==> config.mk <==
export PLATFORM = sky130hd
export DESIGN_NAME = proc_csr_io_flat
export DESIGN_NICKNAME = d
export VERILOG_FILES = /design/src/rtl/proc_csr_io_if.sv /design/src/rtl/proc_csr_io.sv /design/src/flat_wrapper.sv
export SDC_FILE = /design/constraint.sdc
export NUM_CORES = 1
export LEC_CHECK = 0
export BUFFER_PORTS_ARGS = -buffer_cell sky130_fd_sc_hd__buf_2
export CORE_MARGIN = 3
export CORE_UTILIZATION = 50
export CTS_CLUSTER_SIZE = 40
export DETAILED_ROUTE_END_ITERATION = 6
export PLACE_DENSITY_LB_ADDON = 0.1
export SLEW_MARGIN = 30
export SYNTH_ARGS = -nofsm -noshare
export SYNTH_HDL_FRONTEND = slang
export SYNTH_SLANG_ARGS = --single-unit
==> constraint.sdc <==
create_clock -name clk -period 20.3 [get_ports clk]
set_input_delay 3.045 -clock clk [delete_from_list [all_inputs] [get_ports clk]]
set_output_delay 3.045 -clock clk [all_outputs]
set_load 0.01 [all_outputs]
==> src/rtl/proc_csr_io_if.sv <==
// D-stage CSR command bus between the TinyRV1 control unit and proc_csr_io.
// The read result returns on the same bus, aligned to stage X.
interface proc_csr_io_if #(
  parameter int unsigned W    = 32,
  parameter int unsigned SELW = 3
);
  logic            en_D;
  logic [SELW-1:0] csrr_sel_D;
  logic            csrw_val_D;
  logic [SELW-1:0] csrw_sel_D;
  logic [W-1:0]    csrw_data_D;
  logic            squash_X;
  logic [W-1:0]    rdata_X;

  modport master (
    output en_D, csrr_sel_D, csrw_val_D, csrw_sel_D, csrw_data_D, squash_X,
    input  rdata_X
  );

  modport slave (
    input  en_D, csrr_sel_D, csrw_val_D, csrw_sel_D, csrw_data_D, squash_X,
    output rdata_X
  );
endinterface

==> src/rtl/proc_csr_io.sv <==
// CSR I/O unit: NUM_IN input and NUM_OUT output channels, an X/M/W write pipeline
// with squash, readback forwarding, per-channel update pulses and a cycle counter.
module proc_csr_io #(
  parameter int unsigned W       = 32,
  parameter int unsigned NUM_IN  = 3,
  parameter int unsigned NUM_OUT = 3,
  parameter int unsigned SYNC    = 0,
  parameter int unsigned SELW    = $clog2(NUM_IN + NUM_OUT + 1)
) (
  input  logic                 clk,
  input  logic                 rst,
  input  logic [NUM_IN*W-1:0]  in_data,
  output logic [NUM_OUT*W-1:0] out_data,
  output logic [NUM_OUT-1:0]   out_upd,
  proc_csr_io_if.slave         csr
);

  localparam int unsigned     CHW     = (NUM_OUT > 1) ? $clog2(NUM_OUT) : 1;
  localparam logic [SELW-1:0] OUT_LO  = SELW'(NUM_IN);
  localparam logic [SELW-1:0] CNT_SEL = SELW'(NUM_IN + NUM_OUT);

  logic [NUM_IN*W-1:0] in_s;

  generate
    if (SYNC != 0) begin : g_sync
      logic [NUM_IN*W-1:0] s1_q, s1_d, s2_q, s2_d;

      always_comb begin
        s1_d = in_data;
        s2_d = s1_q;
        in_s = s2_q;
      end

      always_ff @(posedge clk or posedge rst) begin
        if (rst) begin
          s1_q <= '0;
          s2_q <= '0;
        end else begin
          s1_q <= s1_d;
          s2_q <= s2_d;
        end
      end
    end else begin : g_nosync
      always_comb in_s = in_data;
    end
  endgenerate

  logic                 x_val_q, x_val_d, m_val_q, m_val_d, w_val_q, w_val_d;
  logic [CHW-1:0]       x_chan_q, x_chan_d, m_chan_q, m_chan_d, w_chan_q, w_chan_d;
  logic [W-1:0]         x_data_q, x_data_d, m_data_q, m_data_d, w_data_q, w_data_d;
  logic [W-1:0]         cnt_q, cnt_d;
  logic [W-1:0]         rdata_q, rdata_d;
  logic [NUM_OUT*W-1:0] out_data_q, out_data_d;
  logic [NUM_OUT-1:0]   out_upd_q, out_upd_d;
  logic                 wr_in_range;

  always_comb begin
    wr_in_range = (csr.csrw_sel_D >= OUT_LO) && (csr.csrw_sel_D < CNT_SEL);
    x_val_d     = csr.csrw_val_D & csr.en_D & wr_in_range;
    x_chan_d    = CHW'(csr.csrw_sel_D - OUT_LO);
    x_data_d    = csr.csrw_data_D;

    m_val_d  = x_val_q & ~csr.squash_X;
    m_chan_d = x_chan_q;
    m_data_d = x_data_q;

    w_val_d  = m_val_q;
    w_chan_d = m_chan_q;
    w_data_d = m_data_q;

    cnt_d = cnt_q + W'(1);

    out_data_d = out_data_q;
    out_upd_d  = '0;
    for (int unsigned j = 0; j < NUM_OUT; j++) begin
      if (w_val_q && (w_chan_q == CHW'(j))) begin
        out_data_d[j*W +: W] = w_data_q;
        out_upd_d[j]         = 1'b1;
      end
    end
  end

  // Readback takes the youngest in-flight write (X, then M, then W) before the register.
  always_comb begin
    rdata_d = '0;
    for (int unsigned i = 0; i < NUM_IN; i++) begin
      if (csr.csrr_sel_D == SELW'(i)) rdata_d = in_s[i*W +: W];
    end
    for (int unsigned j = 0; j < NUM_OUT; j++) begin
      if (csr.csrr_sel_D == SELW'(NUM_IN + j)) begin
        if (x_val_q && (x_chan_q == CHW'(j)))      rdata_d = x_data_q;
        else if (m_val_q && (m_chan_q == CHW'(j))) rdata_d = m_data_q;
        else if (w_val_q && (w_chan_q == CHW'(j))) rdata_d = w_data_q;
        else                                       rdata_d = out_data_q[j*W +: W];
      end
    end
    if (csr.csrr_sel_D == CNT_SEL) rdata_d = cnt_q;
  end

  always_ff @(posedge clk or posedge rst) begin
    if (rst) begin
      x_val_q    <= 1'b0;
      m_val_q    <= 1'b0;
      w_val_q    <= 1'b0;
      x_chan_q   <= '0;
      m_chan_q   <= '0;
      w_chan_q   <= '0;
      x_data_q   <= '0;
      m_data_q   <= '0;
      w_data_q   <= '0;
      cnt_q      <= '0;
      rdata_q    <= '0;
      out_data_q <= '0;
      out_upd_q  <= '0;
    end else begin
      x_val_q    <= x_val_d;
      m_val_q    <= m_val_d;
      w_val_q    <= w_val_d;
      x_chan_q   <= x_chan_d;
      m_chan_q   <= m_chan_d;
      w_chan_q   <= w_chan_d;
      x_data_q   <= x_data_d;
      m_data_q   <= m_data_d;
      w_data_q   <= w_data_d;
      cnt_q      <= cnt_d;
      rdata_q    <= rdata_d;
      out_data_q <= out_data_d;
      out_upd_q  <= out_upd_d;
    end
  end

  always_comb begin
    out_data    = out_data_q;
    out_upd     = out_upd_q;
    csr.rdata_X = rdata_q;
  end

endmodule

==> src/flat_wrapper.sv <==
// flat-port wrapper written by rule: the top's interface ports become plain ports
module proc_csr_io_flat 
#(
  parameter int unsigned W       = 32,
  parameter int unsigned NUM_IN  = 3,
  parameter int unsigned NUM_OUT = 3,
  parameter int unsigned SYNC    = 0,
  parameter int unsigned SELW    = $clog2(NUM_IN + NUM_OUT + 1)
)
  (clk, rst, in_data, out_data, out_upd, csr_en_D, csr_csrr_sel_D, csr_csrw_val_D, csr_csrw_sel_D, csr_csrw_data_D, csr_squash_X, csr_rdata_X);
  proc_csr_io_if #(.W(W), .SELW(SELW)) csr_i ();
  input  logic clk;
  input  logic rst;
  input  logic [NUM_IN*W-1:0] in_data;
  output logic [NUM_OUT*W-1:0] out_data;
  output logic [NUM_OUT-1:0] out_upd;
  input wire logic [$bits(csr_i.en_D)-1:0] csr_en_D;
  input wire logic [$bits(csr_i.csrr_sel_D)-1:0] csr_csrr_sel_D;
  input wire logic [$bits(csr_i.csrw_val_D)-1:0] csr_csrw_val_D;
  input wire logic [$bits(csr_i.csrw_sel_D)-1:0] csr_csrw_sel_D;
  input wire logic [$bits(csr_i.csrw_data_D)-1:0] csr_csrw_data_D;
  input wire logic [$bits(csr_i.squash_X)-1:0] csr_squash_X;
  output wire logic [$bits(csr_i.rdata_X)-1:0] csr_rdata_X;
  assign csr_i.en_D = csr_en_D;
  assign csr_i.csrr_sel_D = csr_csrr_sel_D;
  assign csr_i.csrw_val_D = csr_csrw_val_D;
  assign csr_i.csrw_sel_D = csr_csrw_sel_D;
  assign csr_i.csrw_data_D = csr_csrw_data_D;
  assign csr_i.squash_X = csr_squash_X;
  assign csr_rdata_X = csr_i.rdata_X;
  proc_csr_io #(.W(W), .NUM_IN(NUM_IN), .NUM_OUT(NUM_OUT), .SYNC(SYNC), .SELW(SELW)) u_core (.clk(clk), .rst(rst), .in_data(in_data), .out_data(out_data), .out_upd(out_upd), .csr(csr_i));
endmodule
After elaboration in Yosys (flattened, before gate mapping)

Cells that the tools add are included.

Register bits: 268
Latch bits: 0
Memory bits (writable): 0
Bits in read-only memories: 0
Output and inout port bits: 131
Memories kept: 0

Add/subtract/negate cells: 2
$mul: 0
Div/mod/pow operators: 0
Order comparisons: 2
Equality and inequality tests: 12
Shift operators: 0
Muxes and demuxes: 19
Bitwise logic cells: 4
Reduce and logical (&&, ||, !) cells: 14

Operator list:

| cell                                                                  | count |
|---|---|
| 32-bit 2-to-1 mux                                                     | 16 |
| 32-bit by 1-bit adder with 32-bit output, second input constant       | 1 |
| 1-bit logical AND                                                     | 10 |
| 3-bit == test, second input constant                                  | 3 |
| 2-bit by 1-bit == test with 1-bit output, second input constant       | 3 |
| 2-bit == test, second input constant                                  | 3 |
| 3-bit by 2-bit == test with 1-bit output, second input constant       | 2 |
| 2-bit logical NOT                                                     | 3 |
| 1-bit bitwise AND                                                     | 3 |
| 3-bit by 1-bit == test with 1-bit output, second input constant       | 1 |
| 3-bit by 2-bit >= comparator with 1-bit output, second input constant | 1 |
| 3-bit logical NOT                                                     | 1 |
| 3-bit < comparator, second input constant                             | 1 |
| 1-bit 2-to-1 mux                                                      | 3 |
| 2-bit subtractor, second input constant                               | 1 |
| 1-bit inverter                                                        | 1 |

Longest topological paths before layout

Gate-level depths: netlist of the first run.

Word-level depth: 9
Mapped depth: 8
Mapped depth without buffers: 5

Worst setup path before layout of the first run

No wires, ideal clock.

Path kind: input-to-reg
From: in csr_csrr_sel_D[0]
To: reg u_core.rdata_q[13], in the netlist u_core.csr.rdata_X[13]
Setup time: 0.124 ns
Data arrival time: 4.259 ns
Required time: 20.176 ns
Path slack: 15.917 ns
Cell stages on the path: 5
Buffers on the path: 1
Cell sequence: buf_2 nor3b_4 nand3_1 o221a_1 a211o_1

Cells in the longest elaborated chain, start to end: 8
Elaborated cells on any way between the ends: 14
Classes of those cells: eq/ne (6); mux (7); reduce/logical (1)

RTL lines:

| item                           | line               | RTL |
|---|---|---|
| start, declared                | flat_wrapper.sv:18 | `input wire logic [$bits(csr_i.csrr_sel_D)-1:0] csr_csrr_sel_D;` |
| 3-bit logical NOT              | proc_csr_io.sv:87  | `if (csr.csrr_sel_D == SELW'(i)) rdata_d = in_s[i*W +: W];` |
| 32-bit 2-to-1 mux (3 in a row) | proc_csr_io.sv:87  |  |
| 32-bit 2-to-1 mux (3 in a row) | proc_csr_io.sv:90  | `if (csr.csrr_sel_D == SELW'(NUM_IN + j)) begin` |
| 32-bit 2-to-1 mux (*)          | proc_csr_io.sv:97  | `if (csr.csrr_sel_D == CNT_SEL) rdata_d = cnt_q;` |
| named net u_core.rdata_d[13]   | proc_csr_io.sv:52  | `logic [W-1:0] rdata_q, rdata_d;` |
| end signal, assigned           | proc_csr_io.sv:126 | `rdata_q <= rdata_d;` |
| end, declared                  | proc_csr_io.sv:52  |  |

The timed path passes the listed nets; every way through them passes the cells marked *.

Final worst setup path of the first run

From: in csr_csrr_sel_D[2]
To: reg u_core.rdata_q[19], in the netlist u_core.csr.rdata_X[19]

The elaborated chain is that of the path after synthesis.

==> results.cfg, run 1 <==
[status]
status = finished, final reports clean

[clock_tree]
hold_buffers = 0
clk_pin_slew_worst_paths_ps = 60
cts-resized-gates = 0
clk_latency_ps = 550
clock-sinks = 268
root_buffer = clkbuf_16
clk_path_buf_depth = 3
postCtsSetupRepairBufs = 0
tritoncts.num_buffers = 30
h-tree-depth = 1
cts_tree = yes

[global_route]
grt_max_degree = 135
grt_overflow = 0
grt_pass1_vias = 11500
grt_pass1_wl_mm = 67.5
grtUsageTotal_pct = 30.4
antenna_found_initial = 0

[finish]
fin_nets = 1580
fillers = 2149
areaGrowthSynthToFinish_pct = 20.2
layout-drive-gt1-share_pct = 27.4
num_antenna_cells = 0

[timing]
hold_violations = 0
rsz0062_at_grt = false
slew_headroom_pct = 38.8
max_freq_ghz = 0.177
skew_ps = 12.6
setup_violations = 0
fin_tns_setup_ps = 0
holdWs_ps = 398
worstMarginPinSlew_ps = 914
slew_viol_final = 0
period_needed_ps = 5650
finalCritPeriodShare_pct = 27.8

[floorplan]
pin_count = 270
core_sq_um = 25500
die_y_um = 168
initial_utilization_pct = 51.6
row_count = 58
dieArea_sq_um = 28400
dieWidth_um = 168

[yosys]
synthTopCellsByCount = dfrtp_1 (268), inv_1 (97), clkbuf_1 (82), nand3b_1 (71), nor2_1 (67)
synth_nets = 1372
synth-xor-area-share_pct = 2.06
synth_top_area_share_pct = 50.9
yosys.area_share.simple_pct = 17.2
synthAdderAreaFrac_pct = 0.190
netlist_top_cells_area = dfrtp_1 (51%), nand3b_1 (4.0%), o211ai_1 (3.2%)
synth_edf_count = 0
dominantRegCellSynth = dfrtp_1
async_reset_ff_share_pct = 100
syn_avg_cell_area_sq_um = 10.7
synth_most_common_cell = dfrtp_1
seq_area_frac_synth_pct = 50.9
ys_types = 62
netlist_area_sq_um = 13200
synth_top_family_by_area = compound AO/OA/AOI/OAI gates
synth-compound-area-share_pct = 19.7
synthCells = 1231
synth.area.mux_share_pct = 3.52
yosys.area.top_type = dfrtp_1
yosys_warnings = 0
ys_ff_latch = 268

[min_path]
hold_class = flip-flop to flip-flop

[drt]
first_iter_violations = 1225
num_vias = 11500
drtAntennaViolNets = 0
drc = 0
finalWirelength_mm = 44.1
post_drt_wl_per_cell_um = 24.6
vias_per_cell = 6.42
dr.pass1.iters = 5

[pwr]
powerDensity_nw_per_um2 = 96.0
peakVddDrop_mv = 0.0641
p_leak_uw = 0.00741

[placed_design]
gp_congestion = 0.861
dp_hpwl_mm = 27.7
port_buffers = 269

[worst_setup_path]
critPathCaptureType = flip-flop
worstSetupPathType = input pin to flip-flop
cp.required_ps = 20720
arrival_ps = 6070
worst_setup_path_start_kind = input pin
path_max_fanout = 42

[job]
maxCapViolations = 0
## per-stage QoR
step / util [%] / area (sq um) / total power, uW / instances / worst slack (ps)
final: 62.0 / 15800 / 1520 / 1793 / 14650
after CTS: 61.9 / 15800 / 1530 / 1792 / 14770
after detailed placement: 57.4 / 14700 / 908 / 1736 / 14170
after global placement: 57.4 / 14700 / 907 / 1736 / 14290
after floorplan: - / 13200 / 787 / 1231 / 9870
after global routing: 62.0 / 15800 / 1580 / 1793 / 14570
## power by group
group / internal [uW] / leakage, uW / total (uW) / switching [uW]
registers: 597 / 0.00336 / 642 / 45.6
logic: 111 / 0.00349 / 261 / 151
clock network: 391 / 0.000559 / 618 / 227
total: 1100 / 0.00741 / 1520 / 423
## critical path, cell delays in order
cell	delay, ps
buf_2	550
buf_4	550
nor3b_4	410
nand3_1	680
buf_4	490
o221ai_1	230
o31ai_1	100
## layer usage
layer	part of all wire [%]	routed length [um]	vias to the layer above	track usage, %
li1	-	-	5057	-
met2	46	20500	663	48.3
met1	42	18600	5709	43.3
met4	2.7	1180	0	9.75
met3	8.8	3860	91	4.58
met5	0	0	-	0
## cell type report
type / count / area, sq um / area share, %
flip-flops and latches: 268 / 6710 / 42.3
well taps: 330 / 413 / 2.61
inverters: 98 / 380 / 2.40
clock inverters: 18 / 275 / 1.74
multi-input cells: 749 / 5650 / 35.7
repair buffers: 292 / 1540 / 9.74
clock buffers: 38 / 872 / 5.50
## state kept, by name (all words and copies together), names as in the netlist, 2 cells and up
register and cells:
u_core.cnt_q 32, u_core.m_chan_d 2, u_core.out_upd 3, u_core.w_chan_q 2, u_core.csr.rdata_X 32, u_core.out_data 96
u_core.m_data_d 32, u_core.m_data_q 32, u_core.w_data_q 32, u_core.m_chan_q 2
## layout by cell type (no fill, tap or decap), drive strengths merged, types with 4 or more instances in the layout
cell type    n
nand4b      22
a211o        4
o211ai      57
mux2i       10
o211a       22
and4         6
nand2       18
nand2b      32
a22oi        9
and3b        4
a221oi      22
o21ai       54
nand4bb     10
a21oi       32
and4b        6
nor3        24
a21o         6
o221ai      31
mux2        32
xnor2       19
buf        292
a211oi       9
inv         97
nand3       14
clkinvlp     4
nand3b      72
o311a        6
xor2        12
a311oi      31
nor2        67
or4bb       22
dfrtp      268
o32ai       32
clkbuf      38
clkinv       8
o31ai       22
bufinv       7
nand4       11
nor4         7
## path summary, 6_finish.rpt
path                       slack [ps]                      to  cells after the start                start
hold reg to reg                   400     u_core.m_data_q[13]                      0  u_core.m_data_d[13]
hold / removal                    400     u_core.m_data_q[13]                      0  u_core.m_data_d[13]
setup reg to reg                17060  u_core.csr.rdata_X[16]                      5   u_core.w_chan_q[0]
max in group asynchronous       16450      u_core.m_data_q[4]                      3                  rst
setup / recovery                14650  u_core.csr.rdata_X[19]                      7    csr_csrr_sel_D[2]
min in group asynchronous        2610     u_core.out_data[65]                      2                  rst
## cell families (layout without fill, tap and decap cells)
kind of cell    Yosys count  after routing
simple gates            330            330
mux                      42             42
xor+xnor                 31             31
fa+ha+maj                 2              2
buf+inv                 214            446
flops                   268            268
compound gates          344            344
Power figures use the tool's default switching activity.
==> run 2, diff against run 1 <==
--- a/config.mk
+++ b/config.mk
@@ -5,6 +5,7 @@
 export SDC_FILE = /design/constraint.sdc
 export NUM_CORES = 1
 export LEC_CHECK = 0
+export ABC_AREA = 1
 export BUFFER_PORTS_ARGS = -buffer_cell sky130_fd_sc_hd__buf_2
 export CORE_MARGIN = 3
 export CORE_UTILIZATION = 50
==> constraint.sdc (replaced) <==
create_clock -name clk -period 4.7 [get_ports clk]
set_input_delay 0.705 -clock clk [delete_from_list [all_inputs] [get_ports clk]]
set_output_delay 0.705 -clock clk [all_outputs]
set_load 0.01 [all_outputs]
==> run 2 against run 1 <==
Hold slack got worse by 170 ps; sequential share of layout area up 1.2 points; clock skew rose by 7.5 ps; first-iteration DRC count is 7.5% lower; utilization rose by 0.49 points; power rose to 4.1 times the previous value; clock-buffer cell count up 10; design area down 2.9%; register-to-register slack lost 15000 ps.
==> results.cfg, run 2 <==
[yosys]
dominantRegCellSynth = dfrtp_1
synth_top_area_share_pct = 52.8
synth-compound-area-share_pct = 8.98
synthCells = 1647
synthAdderAreaFrac_pct = 0.197
netlist_area_sq_um = 12700
syn_avg_cell_area_sq_um = 7.71
ys_types = 26
synth-xor-area-share_pct = 2.00
yosys_warnings = 0
synth_most_common_cell = nand2_1
synth_edf_count = 0
synth.area.mux_share_pct = 0
synth_top_family_by_area = simple AND/OR/NAND/NOR gates
yosys.area_share.simple_pct = 28.7
ys_ff_latch = 268
synthTopCellsByCount = nand2_1 (582), dfrtp_1 (268), nand3_1 (161), inv_1 (156), o21ai_0 (144)
synth_nets = 1788
async_reset_ff_share_pct = 100
seq_area_frac_synth_pct = 52.8
netlist_top_cells_area = dfrtp_1 (53%), nand2_1 (17%), nand3_1 (6.3%)
yosys.area.top_type = dfrtp_1

[worst_setup_path]
path_max_fanout = 39
crit_buf_inv = 2
ff2ff_setup_slack_ps = 1980
r2r_start = u_core.w_chan_q[1]
arrival_ps = 3150
critPathLaunch = u_core.w_chan_q[1]
worstSetupPathType = flip-flop to flip-flop
cp.depth = 9
r2r.worst_path.cells = 9
path_delay_family = simple AND/OR/NAND/NOR gates
reg2reg_to = u_core.csr.rdata_X[3]
slowest_delay_ps = 730
cp.required_ps = 5130
path_cells = inv_1, nand3_2, buf_4, nand2_1, o21ai_0, o21ai_0, nand3_1, nand2_1, nand3_1
critPathCaptureType = flip-flop
worst_setup_path_start_kind = flip-flop
endpoint = u_core.csr.rdata_X[3]
crit_slowest_cell = nand3_2

[finish]
layout_common_cells = nand2_1 (580), buf_2 (269), dfrtp_1 (268), nand3_1 (158), inv_1 (155)
finalInstanceArea_sq_um = 15400
multiInputGateArea_sq_um = 5120
final_util_pct = 62.5
num_antenna_cells = 0
final_common_cell = nand2_1
finalNonFillerCells = 2234
regArea_sq_um = 6710
largest_register_ffs = 96
layout-drive-gt1-share_pct = 18.9
fin_nets = 2030
fillers = 2260
areaGrowthSynthToFinish_pct = 21.2

[clock_tree]
root_buffer = clkbuf_16
clock-sinks = 268
tritoncts.num_buffers = 30
hold_buffers = 0
clk_pin_slew_worst_paths_ps = 60
cts-resized-gates = 0
postCtsSetupRepairBufs = 0
cts_tree = yes
clk_latency_ps = 550
clk_path_buf_depth = 3
h-tree-depth = 1

[floorplan]
pin_count = 270
core_sq_um = 24600
row_count = 57
dieWidth_um = 165
dieArea_sq_um = 27300
die_y_um = 165
initial_utilization_pct = 51.6

[pwr]
peakVddDrop_mv = 0.230
p_leak_uw = 0.00829
powerDensity_nw_per_um2 = 404

[global_route]
antenna_found_initial = 0
grt_overflow = 0
grt_max_degree = 166
grt_pass1_vias = 11600
grtUsageTotal_pct = 29.4
grt_pass1_wl_mm = 62.9

[timing]
skew_ps = 20.0
period_needed_ps = 2720
slew_viol_final = 0
max_freq_ghz = 0.368
setup_violations = 0
worstMarginPinSlew_ps = 1020
fin_tns_setup_ps = 0
finalCritPeriodShare_pct = 57.8
rsz0062_at_grt = false
slew_headroom_pct = 32.1
hold_violations = 0
setup_slack_ps = 1980

[drt]
dr.pass1.iters = 5
drtAntennaViolNets = 0
first_iter_violations = 1133
finalWirelength_mm = 40.4
post_drt_wl_per_cell_um = 18.1
vias_per_cell = 5.36
num_vias = 12000
drc = 0

[status]
status = finished, final reports clean

[min_path]
hold_class = input pin to async pin

[job]
maxCapViolations = 0

[placed_design]
place_inst = 2179
port_buffers = 269
placedInstanceArea_sq_um = 14400
gp_congestion = 0.945
dp_hpwl_mm = 27.8
place_ws_ps = 2000
## run 2: changes by cell type in the layout (fill, tap and decap cells not counted), sizes merged, moves of 26 or more
| cell | before | now |
|---|---|---|
| o21ai | 54 | 162 |
| o211ai | 57 | 4 |
| o32ai | 32 | 0 |
| nand3b | 72 | 0 |
| a21oi | 32 | 58 |
| mux2 | 32 | 0 |
| a311oi | 31 | 0 |
| nand2b | 32 | 0 |
| nand3 | 14 | 161 |
| nand2 | 18 | 582 |
| o221ai | 31 | 0 |
| inv | 97 | 159 |
## run 2: through the flow
| step | hold WS, ps | total power (uW) |
|---|---|---|
| CTS | 242 | 6240 |
| global route | 238 | 6520 |
| global placement | 357 | 3910 |
| finish | 230 | 6220 |
| detailed placement | 359 | 3930 |
| floorplan | 349 | 3390 |
## run 2: worst min-delay path by stage
stage | endpoint | startpoint | cells past startpoint | slack [ps]
floorplan | u_core.w_val_q | u_core.m_val_q | 0 | 350
global placement | u_core.w_data_q[16] | u_core.m_data_q[16] | 0 | 360
detailed placement | u_core.w_data_q[7] | u_core.m_data_q[7] | 0 | 360
CTS | u_core.m_data_d[3] | csr_csrw_data_D[3] | 1 | 240
global route | u_core.out_data[54] | rst | 3 | 240
finish | u_core.out_data[54] | rst | 3 | 230
## run 2: kinds of logic (layout without fill, tap and decap cells)
group | Yosys count | after routing
adder cells (fa/ha/maj) | 2 | 2
AO/OA/AOI/OAI | 225 | 225
buffers and inverters | 244 | 507
AND/OR/NAND/NOR | 879 | 879
flip-flops | 268 | 268
XOR/XNOR | 29 | 29
## run 2: metal layers
| metal | up-vias | GRT usage (%) | share of wire (%) |
|---|---|---|---|
| met3 | 71 | 4.79 | 8.2 |
| met1 | 5687 | 41.3 | 43 |
| li1 | 5719 | - | - |
| met2 | 505 | 47.6 | 46 |
| met5 | - | 0 | 0 |
| met4 | 0 | 8.05 | 2.4 |
## run 2: final cells by class
cell class | instances | area share (%)
inverters | 162 | 3.99
clock inverters | 5 | 0.325
repair buffers | 292 | 10.1
multi-input cells | 1135 | 33.3
flip-flops and latches | 268 | 43.6
well taps | 324 | 2.63
clock buffers | 48 | 6.04
## run 2: power by group
part	internal, uW	switching [uW]
Clock	1390	924
Sequential	2580	179
Combinational	420	721
## run 2: tightest hold or removal path, cell delays in order
cell and delay [ps]:
buf_2 110, clkinvlp_4 80, buf_12 250
